--- config.mk ---
export PLATFORM = sky130hd
export DESIGN_NAME = ex_mem_pipe_reg
export DESIGN_NICKNAME = d
export VERILOG_FILES = /design/src/rtl/ex_mem_pipe_reg_pkg.sv /design/src/rtl/ex_mem_pipe_reg_slot.sv /design/src/rtl/ex_mem_pipe_reg.sv
export SDC_FILE = /design/constraint.sdc
export NUM_CORES = 1
export LEC_CHECK = 0
export ABC_AREA = 1
export BUFFER_PORTS_ARGS = -buffer_cell sky130_fd_sc_hd__buf_2
export CAP_MARGIN = 20
export CORE_ASPECT_RATIO = 0.75
export CORE_MARGIN = 1.5
export CORE_UTILIZATION = 55
export DETAILED_ROUTE_END_ITERATION = 8
export PLACE_DENSITY = 0.8
export SLEW_MARGIN = 10
export SYNTH_ARGS = -nofsm -noshare
export SYNTH_HDL_FRONTEND = slang
export SYNTH_HIERARCHICAL = 1
export SYNTH_SLANG_ARGS = --single-unit
--- constraint.sdc ---
create_clock -name i_clk -period 5.15 [get_ports i_clk]
set_input_delay 1.03 -clock i_clk [delete_from_list [all_inputs] [get_ports i_clk]]
set_output_delay 1.03 -clock i_clk [all_outputs]
set_load 0.005 [all_outputs]
--- src/rtl/ex_mem_pipe_reg_pkg.sv ---
// Shared definitions for the EX/MEM pipeline register.
// Holds default datapath widths, the control-bundle layout and the packed payload width helper.
// The control bundle is packed as {halt, memwrite, regwrite, memread, memtoreg}.
package ex_mem_pipe_reg_pkg;

  localparam int unsigned NBITS_DEF = 32;
  localparam int unsigned RBITS_DEF = 5;
  localparam int unsigned SBITS_DEF = 5;

  // Control-bundle width and bit positions
  localparam int unsigned CTRL_W        = 5;
  localparam int unsigned CTRL_MEMTOREG = 0;
  localparam int unsigned CTRL_MEMREAD  = 1;
  localparam int unsigned CTRL_REGWRITE = 2;
  localparam int unsigned CTRL_MEMWRITE = 3;
  localparam int unsigned CTRL_HALT     = 4;

  // Payload layout, MSB first: {result, rt, rd, sizecontrol, ctrl}
  function automatic int unsigned payload_width(int unsigned nbits, int unsigned rbits,
                                                int unsigned sbits);
    return 2 * nbits + rbits + sbits + CTRL_W;
  endfunction

endpackage

--- src/rtl/ex_mem_pipe_reg_slot.sv ---
// pipe_slot: one payload+valid register with load/clear/hold.
// Ports:
//   clk     clock (rising edge)
//   rst     synchronous active-high reset; clears valid and payload
//   clear   drop the held entry (valid -> 0, payload holds)
//   load    capture d and mark valid (clear has priority)
//   d       incoming payload
//   q       held payload
//   valid   slot holds a live entry
module pipe_slot #(
  parameter int unsigned W = 8
) (
  input  logic         clk,
  input  logic         rst,
  input  logic         clear,
  input  logic         load,
  input  logic [W-1:0] d,
  output logic [W-1:0] q,
  output logic         valid
);

  always_ff @(posedge clk) begin
    if (rst) begin
      q     <= '0;
      valid <= 1'b0;
    end else if (clear) begin
      valid <= 1'b0;
    end else if (load) begin
      q     <= d;
      valid <= 1'b1;
    end
  end

endmodule

--- src/rtl/ex_mem_pipe_reg.sv ---
// EX/MEM pipeline register with valid/ready handshake and a two-entry skid buffer.
// The main slot drives MEM_*; the skid slot catches one entry when MEM back-pressures.
// MEM_ controls are gated by MEM_valid so the MEM stage never acts on a bubble.
// A halt entry blocks further accepts until it retires, then sets sticky o_halted.
// Ports:
//   i_clk, i_rst            clock, synchronous active-high reset
//   i_flush, i_stall        discard all entries / freeze the stage
//   i_valid, o_ready        upstream handshake
//   i_mem_ready             MEM consumes the main slot this cycle
//   EX_*                    incoming payload and controls
//   MEM_valid, MEM_*        main-slot entry (controls gated by MEM_valid)
//   o_halted                sticky: a halt entry has retired into MEM
module ex_mem_pipe_reg
  import ex_mem_pipe_reg_pkg::*;
#(
  parameter int unsigned NBITS = NBITS_DEF,
  parameter int unsigned RBITS = RBITS_DEF,
  parameter int unsigned SBITS = SBITS_DEF
) (
  input  logic             i_clk,
  input  logic             i_rst,
  input  logic             i_flush,
  input  logic             i_stall,
  input  logic             i_valid,
  output logic             o_ready,
  input  logic             i_mem_ready,
  input  logic [NBITS-1:0] EX_result,
  input  logic [NBITS-1:0] EX_Rt,
  input  logic [RBITS-1:0] EX_rd,
  input  logic [SBITS-1:0] EX_sizecontrol,
  input  logic             EX_memtoreg,
  input  logic             EX_memread,
  input  logic             EX_regwrite,
  input  logic             EX_memwrite,
  input  logic             EX_halt_flag,
  output logic             MEM_valid,
  output logic [NBITS-1:0] MEM_result,
  output logic [NBITS-1:0] MEM_Rt,
  output logic [RBITS-1:0] MEM_rd,
  output logic [SBITS-1:0] MEM_sizecontrol,
  output logic             MEM_memtoreg,
  output logic             MEM_memread,
  output logic             MEM_regwrite,
  output logic             MEM_memwrite,
  output logic             MEM_haltflag,
  output logic             o_halted
);

  localparam int unsigned PW = payload_width(NBITS, RBITS, SBITS);

  logic [CTRL_W-1:0] ex_ctrl;
  logic [PW-1:0]     ex_payload, main_q, skid_q, main_d;
  logic              main_valid, skid_valid;
  logic              main_load, main_clear, skid_load, skid_clear;
  logic              accept, consume;
  logic              halt_pending;
  logic [CTRL_W-1:0] main_ctrl;

  always_comb begin
    ex_ctrl                = '0;
    ex_ctrl[CTRL_MEMTOREG] = EX_memtoreg;
    ex_ctrl[CTRL_MEMREAD]  = EX_memread;
    ex_ctrl[CTRL_REGWRITE] = EX_regwrite;
    ex_ctrl[CTRL_MEMWRITE] = EX_memwrite;
    ex_ctrl[CTRL_HALT]     = EX_halt_flag;
  end

  assign ex_payload = {EX_result, EX_Rt, EX_rd, EX_sizecontrol, ex_ctrl};

  // i_rst term keeps o_ready low during the reset cycle itself
  assign o_ready = ~skid_valid & ~halt_pending & ~i_stall & ~o_halted & ~i_rst;
  // An entry offered during a flush is dropped
  assign accept  = i_valid & o_ready & ~i_flush;
  assign consume = main_valid & i_mem_ready & ~i_stall;

  // Slot moves; o_ready=0 whenever skid is full, so accept and skid->main never coincide
  always_comb begin
    main_load  = 1'b0;
    main_clear = 1'b0;
    skid_load  = 1'b0;
    skid_clear = 1'b0;
    main_d     = ex_payload;
    if (i_flush) begin
      main_clear = 1'b1;
      skid_clear = 1'b1;
    end else if (consume && skid_valid) begin
      main_load  = 1'b1;
      main_d     = skid_q;
      skid_clear = 1'b1;
    end else if (accept && (!main_valid || consume)) begin
      main_load = 1'b1;
    end else if (accept) begin
      skid_load = 1'b1;
    end else if (consume) begin
      main_clear = 1'b1;
    end
  end

  pipe_slot #(.W(PW)) u_main (
    .clk   (i_clk),
    .rst   (i_rst),
    .clear (main_clear),
    .load  (main_load),
    .d     (main_d),
    .q     (main_q),
    .valid (main_valid)
  );

  pipe_slot #(.W(PW)) u_skid (
    .clk   (i_clk),
    .rst   (i_rst),
    .clear (skid_clear),
    .load  (skid_load),
    .d     (ex_payload),
    .q     (skid_q),
    .valid (skid_valid)
  );

  assign main_ctrl = main_q[CTRL_W-1:0];

  // Stall needs no explicit term: it already forces accept and consume low
  always_ff @(posedge i_clk) begin
    if (i_rst) begin
      halt_pending <= 1'b0;
      o_halted     <= 1'b0;
    end else if (i_flush) begin
      halt_pending <= 1'b0;
    end else if (consume && main_ctrl[CTRL_HALT]) begin
      halt_pending <= 1'b0;
      o_halted     <= 1'b1;
    end else if (accept && EX_halt_flag) begin
      halt_pending <= 1'b1;
    end
  end

  assign MEM_valid       = main_valid;
  assign MEM_result      = main_q[PW-1 -: NBITS];
  assign MEM_Rt          = main_q[PW-NBITS-1 -: NBITS];
  assign MEM_rd          = main_q[CTRL_W+SBITS +: RBITS];
  assign MEM_sizecontrol = main_q[CTRL_W +: SBITS];
  assign MEM_memtoreg    = main_valid & main_ctrl[CTRL_MEMTOREG];
  assign MEM_memread     = main_valid & main_ctrl[CTRL_MEMREAD];
  assign MEM_regwrite    = main_valid & main_ctrl[CTRL_REGWRITE];
  assign MEM_memwrite    = main_valid & main_ctrl[CTRL_MEMWRITE];
  assign MEM_haltflag    = main_valid & main_ctrl[CTRL_HALT];

endmodule

==> impl_results.md <==
- Status: finished clean
- Hpwl dp: 12400 um
- Critical path endpoint category: register
- Worst-Margin Slew: 0.885 ns
- CP Class: in -> reg
- Minimum clock period: 3.20 ns
- Worst setup SP type: primary input
- Synthesized-area fraction occupied by adder cells: 0
- Syn_area_per_cell: 6.05 um^2
- Starting Density: 0.559
- Cts hold-fix bufs: 0
- Largest net degree at the start of global routing: 81
- Yosys warns: 6
- Avg WL per Cell: 12.8 um
- Arr. time, crit path: 3.55 ns
- Most common cell after layout, fill and taps aside: nand2_1
- Nets: 1522
- Clock sinks: 162
- Die Y: 108 um
- CTS tree: built
- Pleak: 5.10 nW
- Routed Antenna Nets: 0
- Post-cts gate resize count: 0
- Syn_nets: 1417
- Critical Path RT: 5.50 ns
- Row cnt: 38
- Most frequent cells in the layout: nand2_1 (327), nor2_1 (321), nand3_1 (241), inv_1 (170), buf_2 (166)
- H-tree depth: 4
- Total GRT Usage: 0.282
- Fin. Hold Viols: 0
- Period utilisation layout: 0.621
- Die W: 143 um
- Post-synthesis xor/xnor area fraction: 0
- Worst min path class: reg -> reg
- DR pass1 iterations: 6
- Netlist Area Pre-Place: 8060 um^2
- Share of layout cells above drive strength 1: 0.151
- RSZ-0062 raised after global routing: false
- Largest family of logic cells by synthesized area: simple AND/OR/NAND/NOR gates
- First-pass GRT wire length: 34600 um
- Rel. slew slack: 0.410
- Post-synthesis instance total: 1332
- DRT iter0 DRCs: 758
- Cell variety after synth: 17
- Skew-Pair Late Insertion Delay: 0.41 ns
- Die Footprint: 15400 um^2
- Peak VDD IR: 0.232 mV
- Post-synthesis mux area share: 0
- Post-Route Skew: 0.00651 ns
- Final setup TNS: 0 ns
- Port buffer count: 166
- Synth Register Bits: 162
- Achievable Freq: 313 MHz
- Antenna violations before repair: 0
- Crit Path Max Fanout: 79
- Final Util: 0.656
- Clock root buffer: clkbuf_16
- Pwr dens: 304 nW/um^2
- Clock-pin slew on the worst setup and hold paths: 0.06 ns
- Max cap viols: 0
- Cts bufs inserted: 17
- Seq/Total Area, Yosys: 0.402
- Antenna Cells: 0
- PnR Total Power: 2.88 mW
- Final setup viols: 0
- WL final: 21100 um
- Max Slew Vio Count: 0
- Io pins: 167
- Gr ovfl total: 0
- Total number of vias: 8159
- Simple-Gate Fraction of Synth Area: 0.460
- Remaining DRCs: 0
- Routability congestion estimate: 0.833
- Vias/cell: 4.95
- Postcts setup bufs: 0
- Max Root-Sink Buffers: 2
- Post-synthesis compound-gate area fraction: 0.00280
- Synth-to-layout area growth: 17.3%
- Core region area: 14400 um^2
- Vias in the first global route: 7161
worst max-delay path: stages:
cell,delay [ns]
buf_2,0.15
inv_1,0.08
nand2_1,0.05
nor2_1,0.22
nand2_1,0.16
nor2_4,0.68
inv_2,0.09
nor2_4,0.10
buf_4,0.68
nor2_1,0.13
nor2_1,0.14
cells in the mapped netlist:
| master | number | share of area |
|---|---|---|
| dfxtp_1 | 162 | 0.40 |
| o211ai_1 | 1 | 0.00093 |
| nand2_1 | 329 | 0.15 |
| inv_2 | 6 | 0.0028 |
| a21oi_1 | 2 | 0.0012 |
| nor2_1 | 322 | 0.15 |
| inv_1 | 171 | 0.080 |
| buf_6 | 3 | 0.0042 |
| nand3_1 | 241 | 0.15 |
| nor3_1 | 2 | 0.0012 |
| nor2_4 | 3 | 0.0042 |
| o21ai_0 | 1 | 0.00062 |
| buf_2 | 33 | 0.020 |
| nand3_2 | 1 | 0.0012 |
| clkbuf_1 | 38 | 0.018 |
| buf_4 | 5 | 0.0047 |
| buf_1 | 12 | 0.0056 |
report_power, final:
part,leakage (nW),switching (mW),total (mW),internal [mW]
clock network,0.299,0.497,1.37,0.869
registers,1.31,0.00705,1.27,1.27
logic,3.49,0.155,0.238,0.0835
total,5.10,0.659,2.88,2.22
registers in the layout, indices dropped and copies added, names as in the netlist:
register / count
halt_pending: 1
o_halted: 1
u_main/q: 79
u_main/valid: 1
u_skid/q: 79
u_skid/valid: 1
cells by family (layout without fill, tap and decap cells):
family	count (synthesis)	in the layout
compound gates	4	4
simple gates	898	898
flops	162	162
buf+inv	268	385
per-stage QoR:
step                cell area [um^2]  std cells  worst slack (ns)  hold WS [ns]
floorplan                       8060       1332              2.60         0.434
CTS                             9460       1649              1.99         0.468
detailed placement              8820       1618              1.62         0.461
global placement                8820       1618              1.66         0.453
finish                          9460       1649              1.95         0.467
global route                    9460       1649              1.77         0.491
per-layer routing:
| layer | part of all wire | global-route usage | vias to the layer above |
|---|---|---|---|
| met5 | 0 | 0 | - |
| met4 | 0.014 | 0.0854 | 0 |
| met3 | 0.069 | 0.0529 | 30 |
| met2 | 0.46 | 0.457 | 299 |
| met1 | 0.46 | 0.382 | 3615 |
| li1 | - | - | 4215 |
final timing paths:
check	from	to	slack (ns)	cells after the start
max reg2reg	u_skid/valid	u_skid/q[15]	2.34	10
min reg2reg	halt_pending	halt_pending	0.47	2
min	halt_pending	halt_pending	0.47	2
max	i_rst	u_skid/q[15]	1.95	11
cell type report:
| type | instances | area, um^2 |
|---|---|---|
| fillers | 1394 | 4950 |
| clock inverters | 10 | 183 |
| repair buffers | 177 | 926 |
| flip-flops and latches | 162 | 3240 |
| well taps | 200 | 250 |
| clock buffers | 21 | 450 |
| inverters | 177 | 664 |
| multi-input cells | 902 | 3740 |
Note: power is estimated with default switching activity, not from simulation.
